`src/rtl/input_event_arbiter_if.sv`:
```
// Event port between the input event arbiter and its consumer (valid/ready).
interface input_event_arbiter_if #(
   parameter int unsigned ID_W = 2
);
   logic            ev_valid;
   logic            ev_ready;
   logic [ID_W-1:0] ev_id;
   logic            ev_level;

   modport master (output ev_valid, output ev_id, output ev_level, input ev_ready);
   modport slave  (input ev_valid, input ev_id, input ev_level, output ev_ready);
endinterface

```
`src/rtl/input_event_arbiter.sv`:
```
// Input event arbiter: sample-tick prescaler for the filter bank, edge detect
// on the filtered inputs, pending-event latching and round-robin serialisation
// onto one valid/ready event port.
// Optional feature macro INPUT_EVENT_RELEASE_EN: when defined, falling edges
// are reported too (2N slots, slot 2i = rise, slot 2i+1 = fall of channel i).
module input_event_arbiter #(
   parameter int unsigned N        = 4,
   parameter int unsigned TICK_DIV = 1000,
   parameter int unsigned ID_W     = (N > 1) ? $clog2(N) : 1
) (
   input  logic                  clk,
   input  logic                  rst,
   input  logic [N-1:0]          in_stable_i,
   output logic                  sample_tick_o,
   output logic                  ev_overflow_o,
   input  logic                  ovf_clr_i,
   input_event_arbiter_if.master ev_if
);

`ifdef INPUT_EVENT_RELEASE_EN
   localparam int unsigned NS = 2 * N;
`else
   localparam int unsigned NS = N;
`endif
   localparam int unsigned SW = (NS > 1) ? $clog2(NS) : 1;
   localparam int unsigned CW = (TICK_DIV > 1) ? $clog2(TICK_DIV) : 1;

   typedef enum logic {IDLE, PRESENT} state_t;

   logic [CW-1:0]   cnt_q, cnt_d;
   logic            tick_q, tick_d;
   logic [N-1:0]    prev_q;
   logic [N-1:0]    rise;
`ifdef INPUT_EVENT_RELEASE_EN
   logic [N-1:0]    fall;
`endif
   logic [NS-1:0]   slot_ev;
   logic [NS-1:0]   pend_q, pend_d, clr_mask;
   logic [SW-1:0]   last_q, last_d, gnt_q, gnt_d, cand, gnt_sel;
   logic            found;
   state_t          state_q, state_d;
   logic            valid_q, valid_d;
   logic [ID_W-1:0] id_q, id_d;
   logic            level_q, level_d;
   logic            ovf_q, ovf_d;

   // Free-running prescaler; tick fires the cycle after the count hits TICK_DIV-1
   always_comb begin
      tick_d = (cnt_q == CW'(TICK_DIV - 1));
      cnt_d  = tick_d ? '0 : cnt_q + CW'(1);
   end

   // Edge detection and mapping of edges onto arbitration slots
   always_comb begin
      slot_ev = '0;
      rise    = in_stable_i & ~prev_q;
`ifdef INPUT_EVENT_RELEASE_EN
      fall    = ~in_stable_i & prev_q;
      for (int i = 0; i < int'(N); i++) begin
         slot_ev[2*i]   = rise[i];
         slot_ev[2*i+1] = fall[i];
      end
`else
      slot_ev = rise;
`endif
   end

   // Arbiter FSM next state, grant selection, pending and overflow update
   always_comb begin
      state_d  = state_q;
      valid_d  = valid_q;
      id_d     = id_q;
      level_d  = level_q;
      gnt_d    = gnt_q;
      last_d   = last_q;
      clr_mask = '0;
      found    = 1'b0;
      cand     = '0;
      gnt_sel  = '0;

      case (state_q)
         IDLE: begin
            valid_d = 1'b0;
            // Round-robin search starting just after the last granted slot
            for (int k = 1; k <= int'(NS); k++) begin
               cand = SW'((int'(last_q) + k) % int'(NS));
               if (!found && pend_q[cand]) begin
                  found   = 1'b1;
                  gnt_sel = cand;
               end
            end
            if (found) begin
               clr_mask[gnt_sel] = 1'b1;
               gnt_d             = gnt_sel;
`ifdef INPUT_EVENT_RELEASE_EN
               id_d              = ID_W'(gnt_sel >> 1);
               level_d           = ~gnt_sel[0];
`else
               id_d              = ID_W'(gnt_sel);
               level_d           = 1'b1;
`endif
               valid_d           = 1'b1;
               state_d           = PRESENT;
            end
         end
         PRESENT: begin
            if (ev_if.ev_ready) begin
               valid_d = 1'b0;
               last_d  = gnt_q;
               state_d = IDLE;
            end
         end
         default: begin
            state_d = IDLE;
            valid_d = 1'b0;
         end
      endcase

      // A new edge beats a same-cycle grant clear; an edge on a still-pending slot is lost
      pend_d = (pend_q & ~clr_mask) | slot_ev;
      ovf_d  = (|(slot_ev & pend_q & ~clr_mask)) | (ovf_q & ~ovf_clr_i);
   end

   // State registers with asynchronous reset
   always_ff @(posedge clk or posedge rst) begin
      if (rst) begin
         cnt_q   <= '0;
         tick_q  <= 1'b0;
         prev_q  <= '0;
         pend_q  <= '0;
         last_q  <= SW'(NS - 1);
         gnt_q   <= '0;
         state_q <= IDLE;
         valid_q <= 1'b0;
         id_q    <= '0;
         level_q <= 1'b0;
         ovf_q   <= 1'b0;
      end else begin
         cnt_q   <= cnt_d;
         tick_q  <= tick_d;
         prev_q  <= in_stable_i;
         pend_q  <= pend_d;
         last_q  <= last_d;
         gnt_q   <= gnt_d;
         state_q <= state_d;
         valid_q <= valid_d;
         id_q    <= id_d;
         level_q <= level_d;
         ovf_q   <= ovf_d;
      end
   end

   assign sample_tick_o  = tick_q;
   assign ev_overflow_o  = ovf_q;
   assign ev_if.ev_valid = valid_q;
   assign ev_if.ev_id    = id_q;
   assign ev_if.ev_level = level_q;

endmodule

```
`src/flat_wrapper.sv`:
```
// flat-port wrapper written by rule: the top's interface ports become plain ports
module input_event_arbiter_flat 
#(
   parameter int unsigned N        = 4,
   parameter int unsigned TICK_DIV = 1000,
   parameter int unsigned ID_W     = (N > 1) ? $clog2(N) : 1
)
  (clk, rst, in_stable_i, sample_tick_o, ev_overflow_o, ovf_clr_i, ev_if_ev_valid, ev_if_ev_id, ev_if_ev_level, ev_if_ev_ready);
  input_event_arbiter_if #(.ID_W(ID_W)) ev_if_i ();
  input  logic clk;
  input  logic rst;
  input  logic [N-1:0] in_stable_i;
  output logic sample_tick_o;
  output logic ev_overflow_o;
  input  logic ovf_clr_i;
  output wire logic [$bits(ev_if_i.ev_valid)-1:0] ev_if_ev_valid;
  output wire logic [$bits(ev_if_i.ev_id)-1:0] ev_if_ev_id;
  output wire logic [$bits(ev_if_i.ev_level)-1:0] ev_if_ev_level;
  input wire logic [$bits(ev_if_i.ev_ready)-1:0] ev_if_ev_ready;
  assign ev_if_ev_valid = ev_if_i.ev_valid;
  assign ev_if_ev_id = ev_if_i.ev_id;
  assign ev_if_ev_level = ev_if_i.ev_level;
  assign ev_if_i.ev_ready = ev_if_ev_ready;
  input_event_arbiter #(.N(N), .TICK_DIV(TICK_DIV), .ID_W(ID_W)) u_core (.clk(clk), .rst(rst), .in_stable_i(in_stable_i), .sample_tick_o(sample_tick_o), .ev_overflow_o(ev_overflow_o), .ovf_clr_i(ovf_clr_i), .ev_if(ev_if_i));
endmodule
```
`config.mk`:
```
export PLATFORM = sky130hd
export DESIGN_NAME = input_event_arbiter_flat
export DESIGN_NICKNAME = d
export VERILOG_FILES = /design/src/rtl/input_event_arbiter_if.sv /design/src/rtl/input_event_arbiter.sv /design/src/flat_wrapper.sv
export SDC_FILE = /design/constraint.sdc
export NUM_CORES = 1
export LEC_CHECK = 0
export BUFFER_PORTS_ARGS = -buffer_cell sky130_fd_sc_hd__buf_2
export CAP_MARGIN = 30
export CORE_MARGIN = 4
export CORE_UTILIZATION = 52
export DETAILED_ROUTE_END_ITERATION = 7
export PLACE_DENSITY = 0.71
export SLEW_MARGIN = 20
export SYNTH_ARGS = -nofsm -noshare
export SYNTH_HDL_FRONTEND = slang
export SYNTH_SLANG_ARGS = --single-unit
```
`constraint.sdc`:
```
create_clock -name clk -period 1.86 [get_ports clk]
set_input_delay 0.093 -clock clk [delete_from_list [all_inputs] [get_ports clk]]
set_output_delay 0.093 -clock clk [all_outputs]
set_load 0.01 [all_outputs]
```
Word-level counts from Yosys, hierarchy flattened
Cells that the tools add are included.
Widths: inputs -> output; s select.
- shift operators: 0
- equal/unequal tests: 2
- muxes and demuxes: 31
- $mul: 0
- magnitude comparators: 6
- div/mod/pow operators: 0
- bitwise logic cells: 11
- reduce and logical (&&, ||, !) cells: 10
- add/subtract/negate cells: 5
- operators with widths (kind ; number):
    $and 4x4->4 ; 4
    $mux 1 ; 16
    $lt 2x3->1 const B ; 5
    $add 10x1->10 const B ; 1
    $eq 10x10->1 const B ; 1
    $mux 10 ; 1
    $mux 2 ; 5
    $bmux 1 s2 ; 4
    $mux 4 ; 2
    $not 4->4 ; 2
    $add 2x1->2 const B ; 2
    $add 2x2->2 const B ; 2
    $logic_and 1x1->1 ; 4
    $or 4x4->4 ; 1
    $pmux 1 s2 ; 2
    $reduce_and 2->1 ; 2
    $reduce_or 4->1 ; 1
    $logic_not 1->1 ; 3
    $demux 1 s2 ; 1
    $ge 2x1->1 const B ; 1
    $ne 2x2->1 const B ; 1
    $not 1->1 ; 2
    $and 1x1->1 ; 1
    $or 1x1->1 ; 1
- memory bits (writable): 0
- bits in latches: 0
- bits in registers: 27
- logic and storage cells: 75
- bits of input ports: 8
- ROM bits: 0
- memories kept: 0

Longest topological paths before layout
- word-level depth: 27
- gate-level depth with buffers: 6
- gate-level depth less buffers: 6

Worst setup path before layout
No wires, ideal clock.
- path type: flip-flop to flip-flop
- start point: reg u_core.last_q[1]
- end point: reg u_core.ovf_q, in the netlist u_core.ev_overflow_o
- slack: 173 ps
- data required time: 1724 ps
- arrival: 1552 ps
- buffers on the path: 1
- library setup time: 136 ps
- period minus slack after synthesis: 1687 ps
- stages on the path, launching flop included: 7
- path through: dfstp_2 buf_6 nand2_1 nor3b_1 or4_4 o2111ai_1 nand4_1
- word-level cells in the longest chain between the ends: 27
- elaborated cells on any way between the ends: 42
- classes of those cells: 4 x add/sub; 2 x order compare; 25 x mux; 3 x bitwise; 8 x reduce/logical
- ends and longest elaborated chain (element ; RTL line ; text):
    from (decl) ; input_event_arbiter.sv:39 ; logic [SW-1:0] last_q, last_d, gnt_q, gnt_d, cand, gnt_sel;
    from (signal assigned) ; input_event_arbiter.sv:131 ; last_q <= SW'(NS - 1);
    from (signal assigned) ; input_event_arbiter.sv:143 ; last_q <= last_d;
    $add 2x1->2 ; input_event_arbiter.sv:86 ; cand = SW'((int'(last_q) + k) % int'(NS));
    $bmux 1 s2 ; input_event_arbiter.sv:87 ; if (!found && pend_q[cand]) begin
    $mux 1 (not written as such) ; input_event_arbiter.sv:87 ;
    $mux 1 ; input_event_arbiter.sv:87 ;
    $mux 1 ; input_event_arbiter.sv:81 ; case (state_q)
    $logic_not 1->1 ; input_event_arbiter.sv:87 ;
    $logic_and 1x1->1 ; input_event_arbiter.sv:87 ;
    $mux 1 ; input_event_arbiter.sv:87 ;
    (+12 left out) ; - ;
    $demux 1 s2 ; - ;
    $mux 4 (*) ; input_event_arbiter.sv:92 ; if (found) begin
    $mux 4 (*) ; input_event_arbiter.sv:81 ;
    $not 4->4 (*) ; input_event_arbiter.sv:121 ; ovf_d = (|(slot_ev & pend_q & ~clr_mask)) | (ovf_q & ~ovf_clr_i);
    $and 4x4->4 (*) ; input_event_arbiter.sv:121 ;
    $reduce_or 4->1 (*) ; input_event_arbiter.sv:121 ;
    $or 1x1->1 (*) ; input_event_arbiter.sv:121 ;
    net u_core.ovf_d ; input_event_arbiter.sv:45 ; logic ovf_q, ovf_d;
    to (signal assigned) ; input_event_arbiter.sv:149 ; ovf_q <= ovf_d;
    to (decl) ; input_event_arbiter.sv:45 ;
The timed path passes the listed nets; every way through them passes the cells marked *. The select of a mux whose other input is x is not followed.
A chain may end at the register's enable or synchronous reset.

Final worst setup path
Same ends and word-level chain as after synthesis.

==> impl_metrics.toml <==
[floorplan]
start_util_pct = 55.0
die-width_um = 56.4
core_area_um2 = 2210
ios = 14
die_h_um = 56.4
die_area_um2 = 3180
rows = 17

[global_routing]
grt_pass1_vias = 934
grt_overflow_total = 0
grt_pass1_wl_mm = 3.89
grt_usage_pct = 15.2
grt_max_degree = 28
antenna_found_initial = 0

[synthesis]
netlist_area_um2 = 1220
synth_xor_area_share_pct = 5.04
synthAdderAreaFrac_pct = 1.03
synth_top_family_by_area = "simple AND/OR/NAND/NOR gates"
ys_seq_area_share_pct = 55.8
ys_seq_elements = 27
synth.avg_cell_area_um2 = 10.5
ys_warn_count = 0
synth_ff_type = "dfrtp_1"
synthMuxAreaShare_pct = 2.67
yosys.area_share.simple_pct = 16.5
async_flop_share_pct = 100
synth_compound_area_share_pct = 14.7
syn_inst = 116
syn-num-nets = 125
synth_edf_count = 0
synth_cell_types = 35

[cts]
htree_levels = 1
cts_buffers = 3
cts_tree = "yes"
clkTransAtPathRegs_ns = 0.13
clkSinkCount = 27
clk_path_buf_depth = 2
root_buffer = "clkbuf_4"
clkLatencyLatePin_ns = 0.31

[pwr]
sw_frac_of_total_pct = 33.6
combPwrFrac_pct = 34.4
power_frac_clock_pct = 15.0
seq_power_share_pct = 50.7
pwr_density_cell_nw_per_um2 = 1110
power_switching_mw = 0.537
max-vdd-ir-drop_mv = 0.678
p_leak_nw = 0.643
p_int_mw = 1.06

[timing]
rsz0062_at_grt = "false"
final_hold_viol_count = 0
layout_min_cycle_time_ns = 1.74
fin_tns_setup_ns = 0
setup_viol = 0
maxSlewHeadroom_pct = 63.1
finalCritPeriodShare_pct = 93.3
slew_violations = 0
setup_slack_ns = 0.125
worstMarginPinSlew_ns = 0.549
fmax_mhz = 576
finClkSkew_ns = 0.00260

[placed_design]
dp_slack_ns = 0.113
dp.cells = 160
finalWeightedCongestion = 0.792
place_area_um2 = 1340
hpwl_mm = 1.57
io_buffers = 13

[critical_path]
path_max_fanout = 4
critical_path_class = "flip-flop to flip-flop"
required_ns = 2.06
setup.worst_path.end = "u_core.ev_overflow_o"
reg2reg_depth = 5
cp-end-kind = "flip-flop"
reg2reg_from = "u_core.last_q[1]"
crit_start = "u_core.last_q[1]"
r2r-end = "u_core.ev_overflow_o"
r2r_slack_ns = 0.12
arrival_ns = 1.93
critPathLaunchType = "flip-flop"

[cells_and_area]
syn_to_final_growth_pct = 17.8
nets = 152
drive_gt1_share_pct = 21.1
final_cell_mix = "24 x dfrtp_1, 14 x nor2_1, 13 x buf_2"
antenna_cells = 0
final_area_um2 = 1430
fin_cells = 170
layout_commonest_cell = "dfrtp_1"
fill_cells = 191

[drt]
avgViaCountPerCell = 5.32
drc = 0
firstDrtPassIters = 4
drt_iter0_markers = 16
routed_wl_mm = 2.15
ant_nets = 0
wire_per_inst_um = 12.6
num_vias = 905

[hold_path]
hp-class = "input port to flip-flop"

[flow_run]
maxCapViolations = 0

[outcome]
status = "complete, no violations"
[worst max-delay path: stages (launching register included)]
cell	delay [ns]
dfstp_2	0.60
nand2_1	0.07
nor3b_1	0.15
or4_4	0.52
o2111ai_1	0.19
nand4_1	0.09
[layout make-up]
| class | instances | area, um2 | area share [%] |
|---|---|---|---|
| Multi-Input combinational cell | 77 | 485 | 33.9 |
| Timing Repair Buffer | 23 | 165 | 11.5 |
| Clock buffer | 4 | 26.3 | 1.83 |
| Tap cell | 28 | 35.0 | 2.45 |
| Sequential cell | 27 | 679 | 47.4 |
| Inverter | 11 | 41.3 | 2.88 |
[worst min-delay path by stage]
stage	cells after the start	startpoint	slack [ns]	end
after CTS	3	ev_if_ev_ready	0.04	u_core.ev_if.ev_valid
after detailed placement	3	rst	0.17	u_core.gnt_q[0]
after global placement	3	rst	0.16	u_core.ev_if.ev_level
after floorplan	0	in_stable_i[0]	0.12	u_core.prev_q[0]
final	3	ev_if_ev_ready	0.06	u_core.ev_if.ev_valid
after global routing	3	ev_if_ev_ready	0.05	u_core.ev_if.ev_valid
[metal layers]
layer  GRT usage [%]  wire length, um
met2            28.2             1170
met4            6.10               16
met1            17.2              924
met5               0                0
met3            2.30               42
[per-stage QoR]
stage / power, mW / util, % / hold slack, ns
floorplan: 1.18 / - / 0.124
global placement: 1.30 / 60.4 / 0.165
detailed placement: 1.31 / 60.4 / 0.167
CTS: 1.57 / 63.8 / 0.0406
global route: 1.73 / 64.8 / 0.0494
finish: 1.60 / 64.8 / 0.0629
[synthesized netlist by cell type, types with 2 or more instances]
| library cell | count | share of area, % |
|---|---|---|
| a21boi_0 | 2 | 1.2 |
| a21oi_1 | 2 | 0.82 |
| dfrtp_1 | 25 | 51 |
| dfstp_2 | 2 | 4.3 |
| inv_1 | 11 | 3.4 |
| mux2_2 | 2 | 1.9 |
| nand2_1 | 6 | 1.9 |
| nand3_1 | 6 | 2.5 |
| nand4_1 | 2 | 1.0 |
| nor2_1 | 14 | 4.3 |
| nor2b_1 | 2 | 1.0 |
| o2111ai_1 | 3 | 2.2 |
| o21ai_0 | 11 | 4.5 |
| o31ai_1 | 2 | 1.2 |
| xnor2_1 | 3 | 2.2 |
| xor2_1 | 4 | 2.9 |
[cells by family after synthesis]
group	Yosys count
adders and majority gates	1
AOI/OAI and AO/OA	27
buffers and inverters	12
muxes	3
DFF	27
and+or+nand+nor	39
xor gates and xnor gates	7
[flip-flops by register name (all words and copies together), names as in the netlist]
register / flops
u_core.ev_overflow_o: 1
u_core.cnt_q: 10
u_core.prev_q: 4
u_core.state_q: 1
u_core.last_q: 2
u_core.ev_if.ev_level: 1
u_core.pend_q: 4
u_core.gnt_q: 2
u_core.ev_if.ev_valid: 1
u_core.sample_tick_o: 1
[power groups by stage]
stage | registers, mW | logic [mW] | clock network [mW]
floorplan | 0.809 | 0.367 | 0
global placement | 0.820 | 0.478 | 0
detailed placement | 0.825 | 0.489 | 0
CTS | 0.812 | 0.500 | 0.254
global route | 0.827 | 0.620 | 0.284
finish | 0.809 | 0.549 | 0.239
[timing repair]
action / in CTS / in global routing
resized for setup: 0 / 1
buffers inserted: 0 / 1
endpoints found under the hold margin: 29 / 0
endpoints found under the setup margin: 0 / 2
hold buffers: 5 / 0
(Power assumes the default switching activity.)
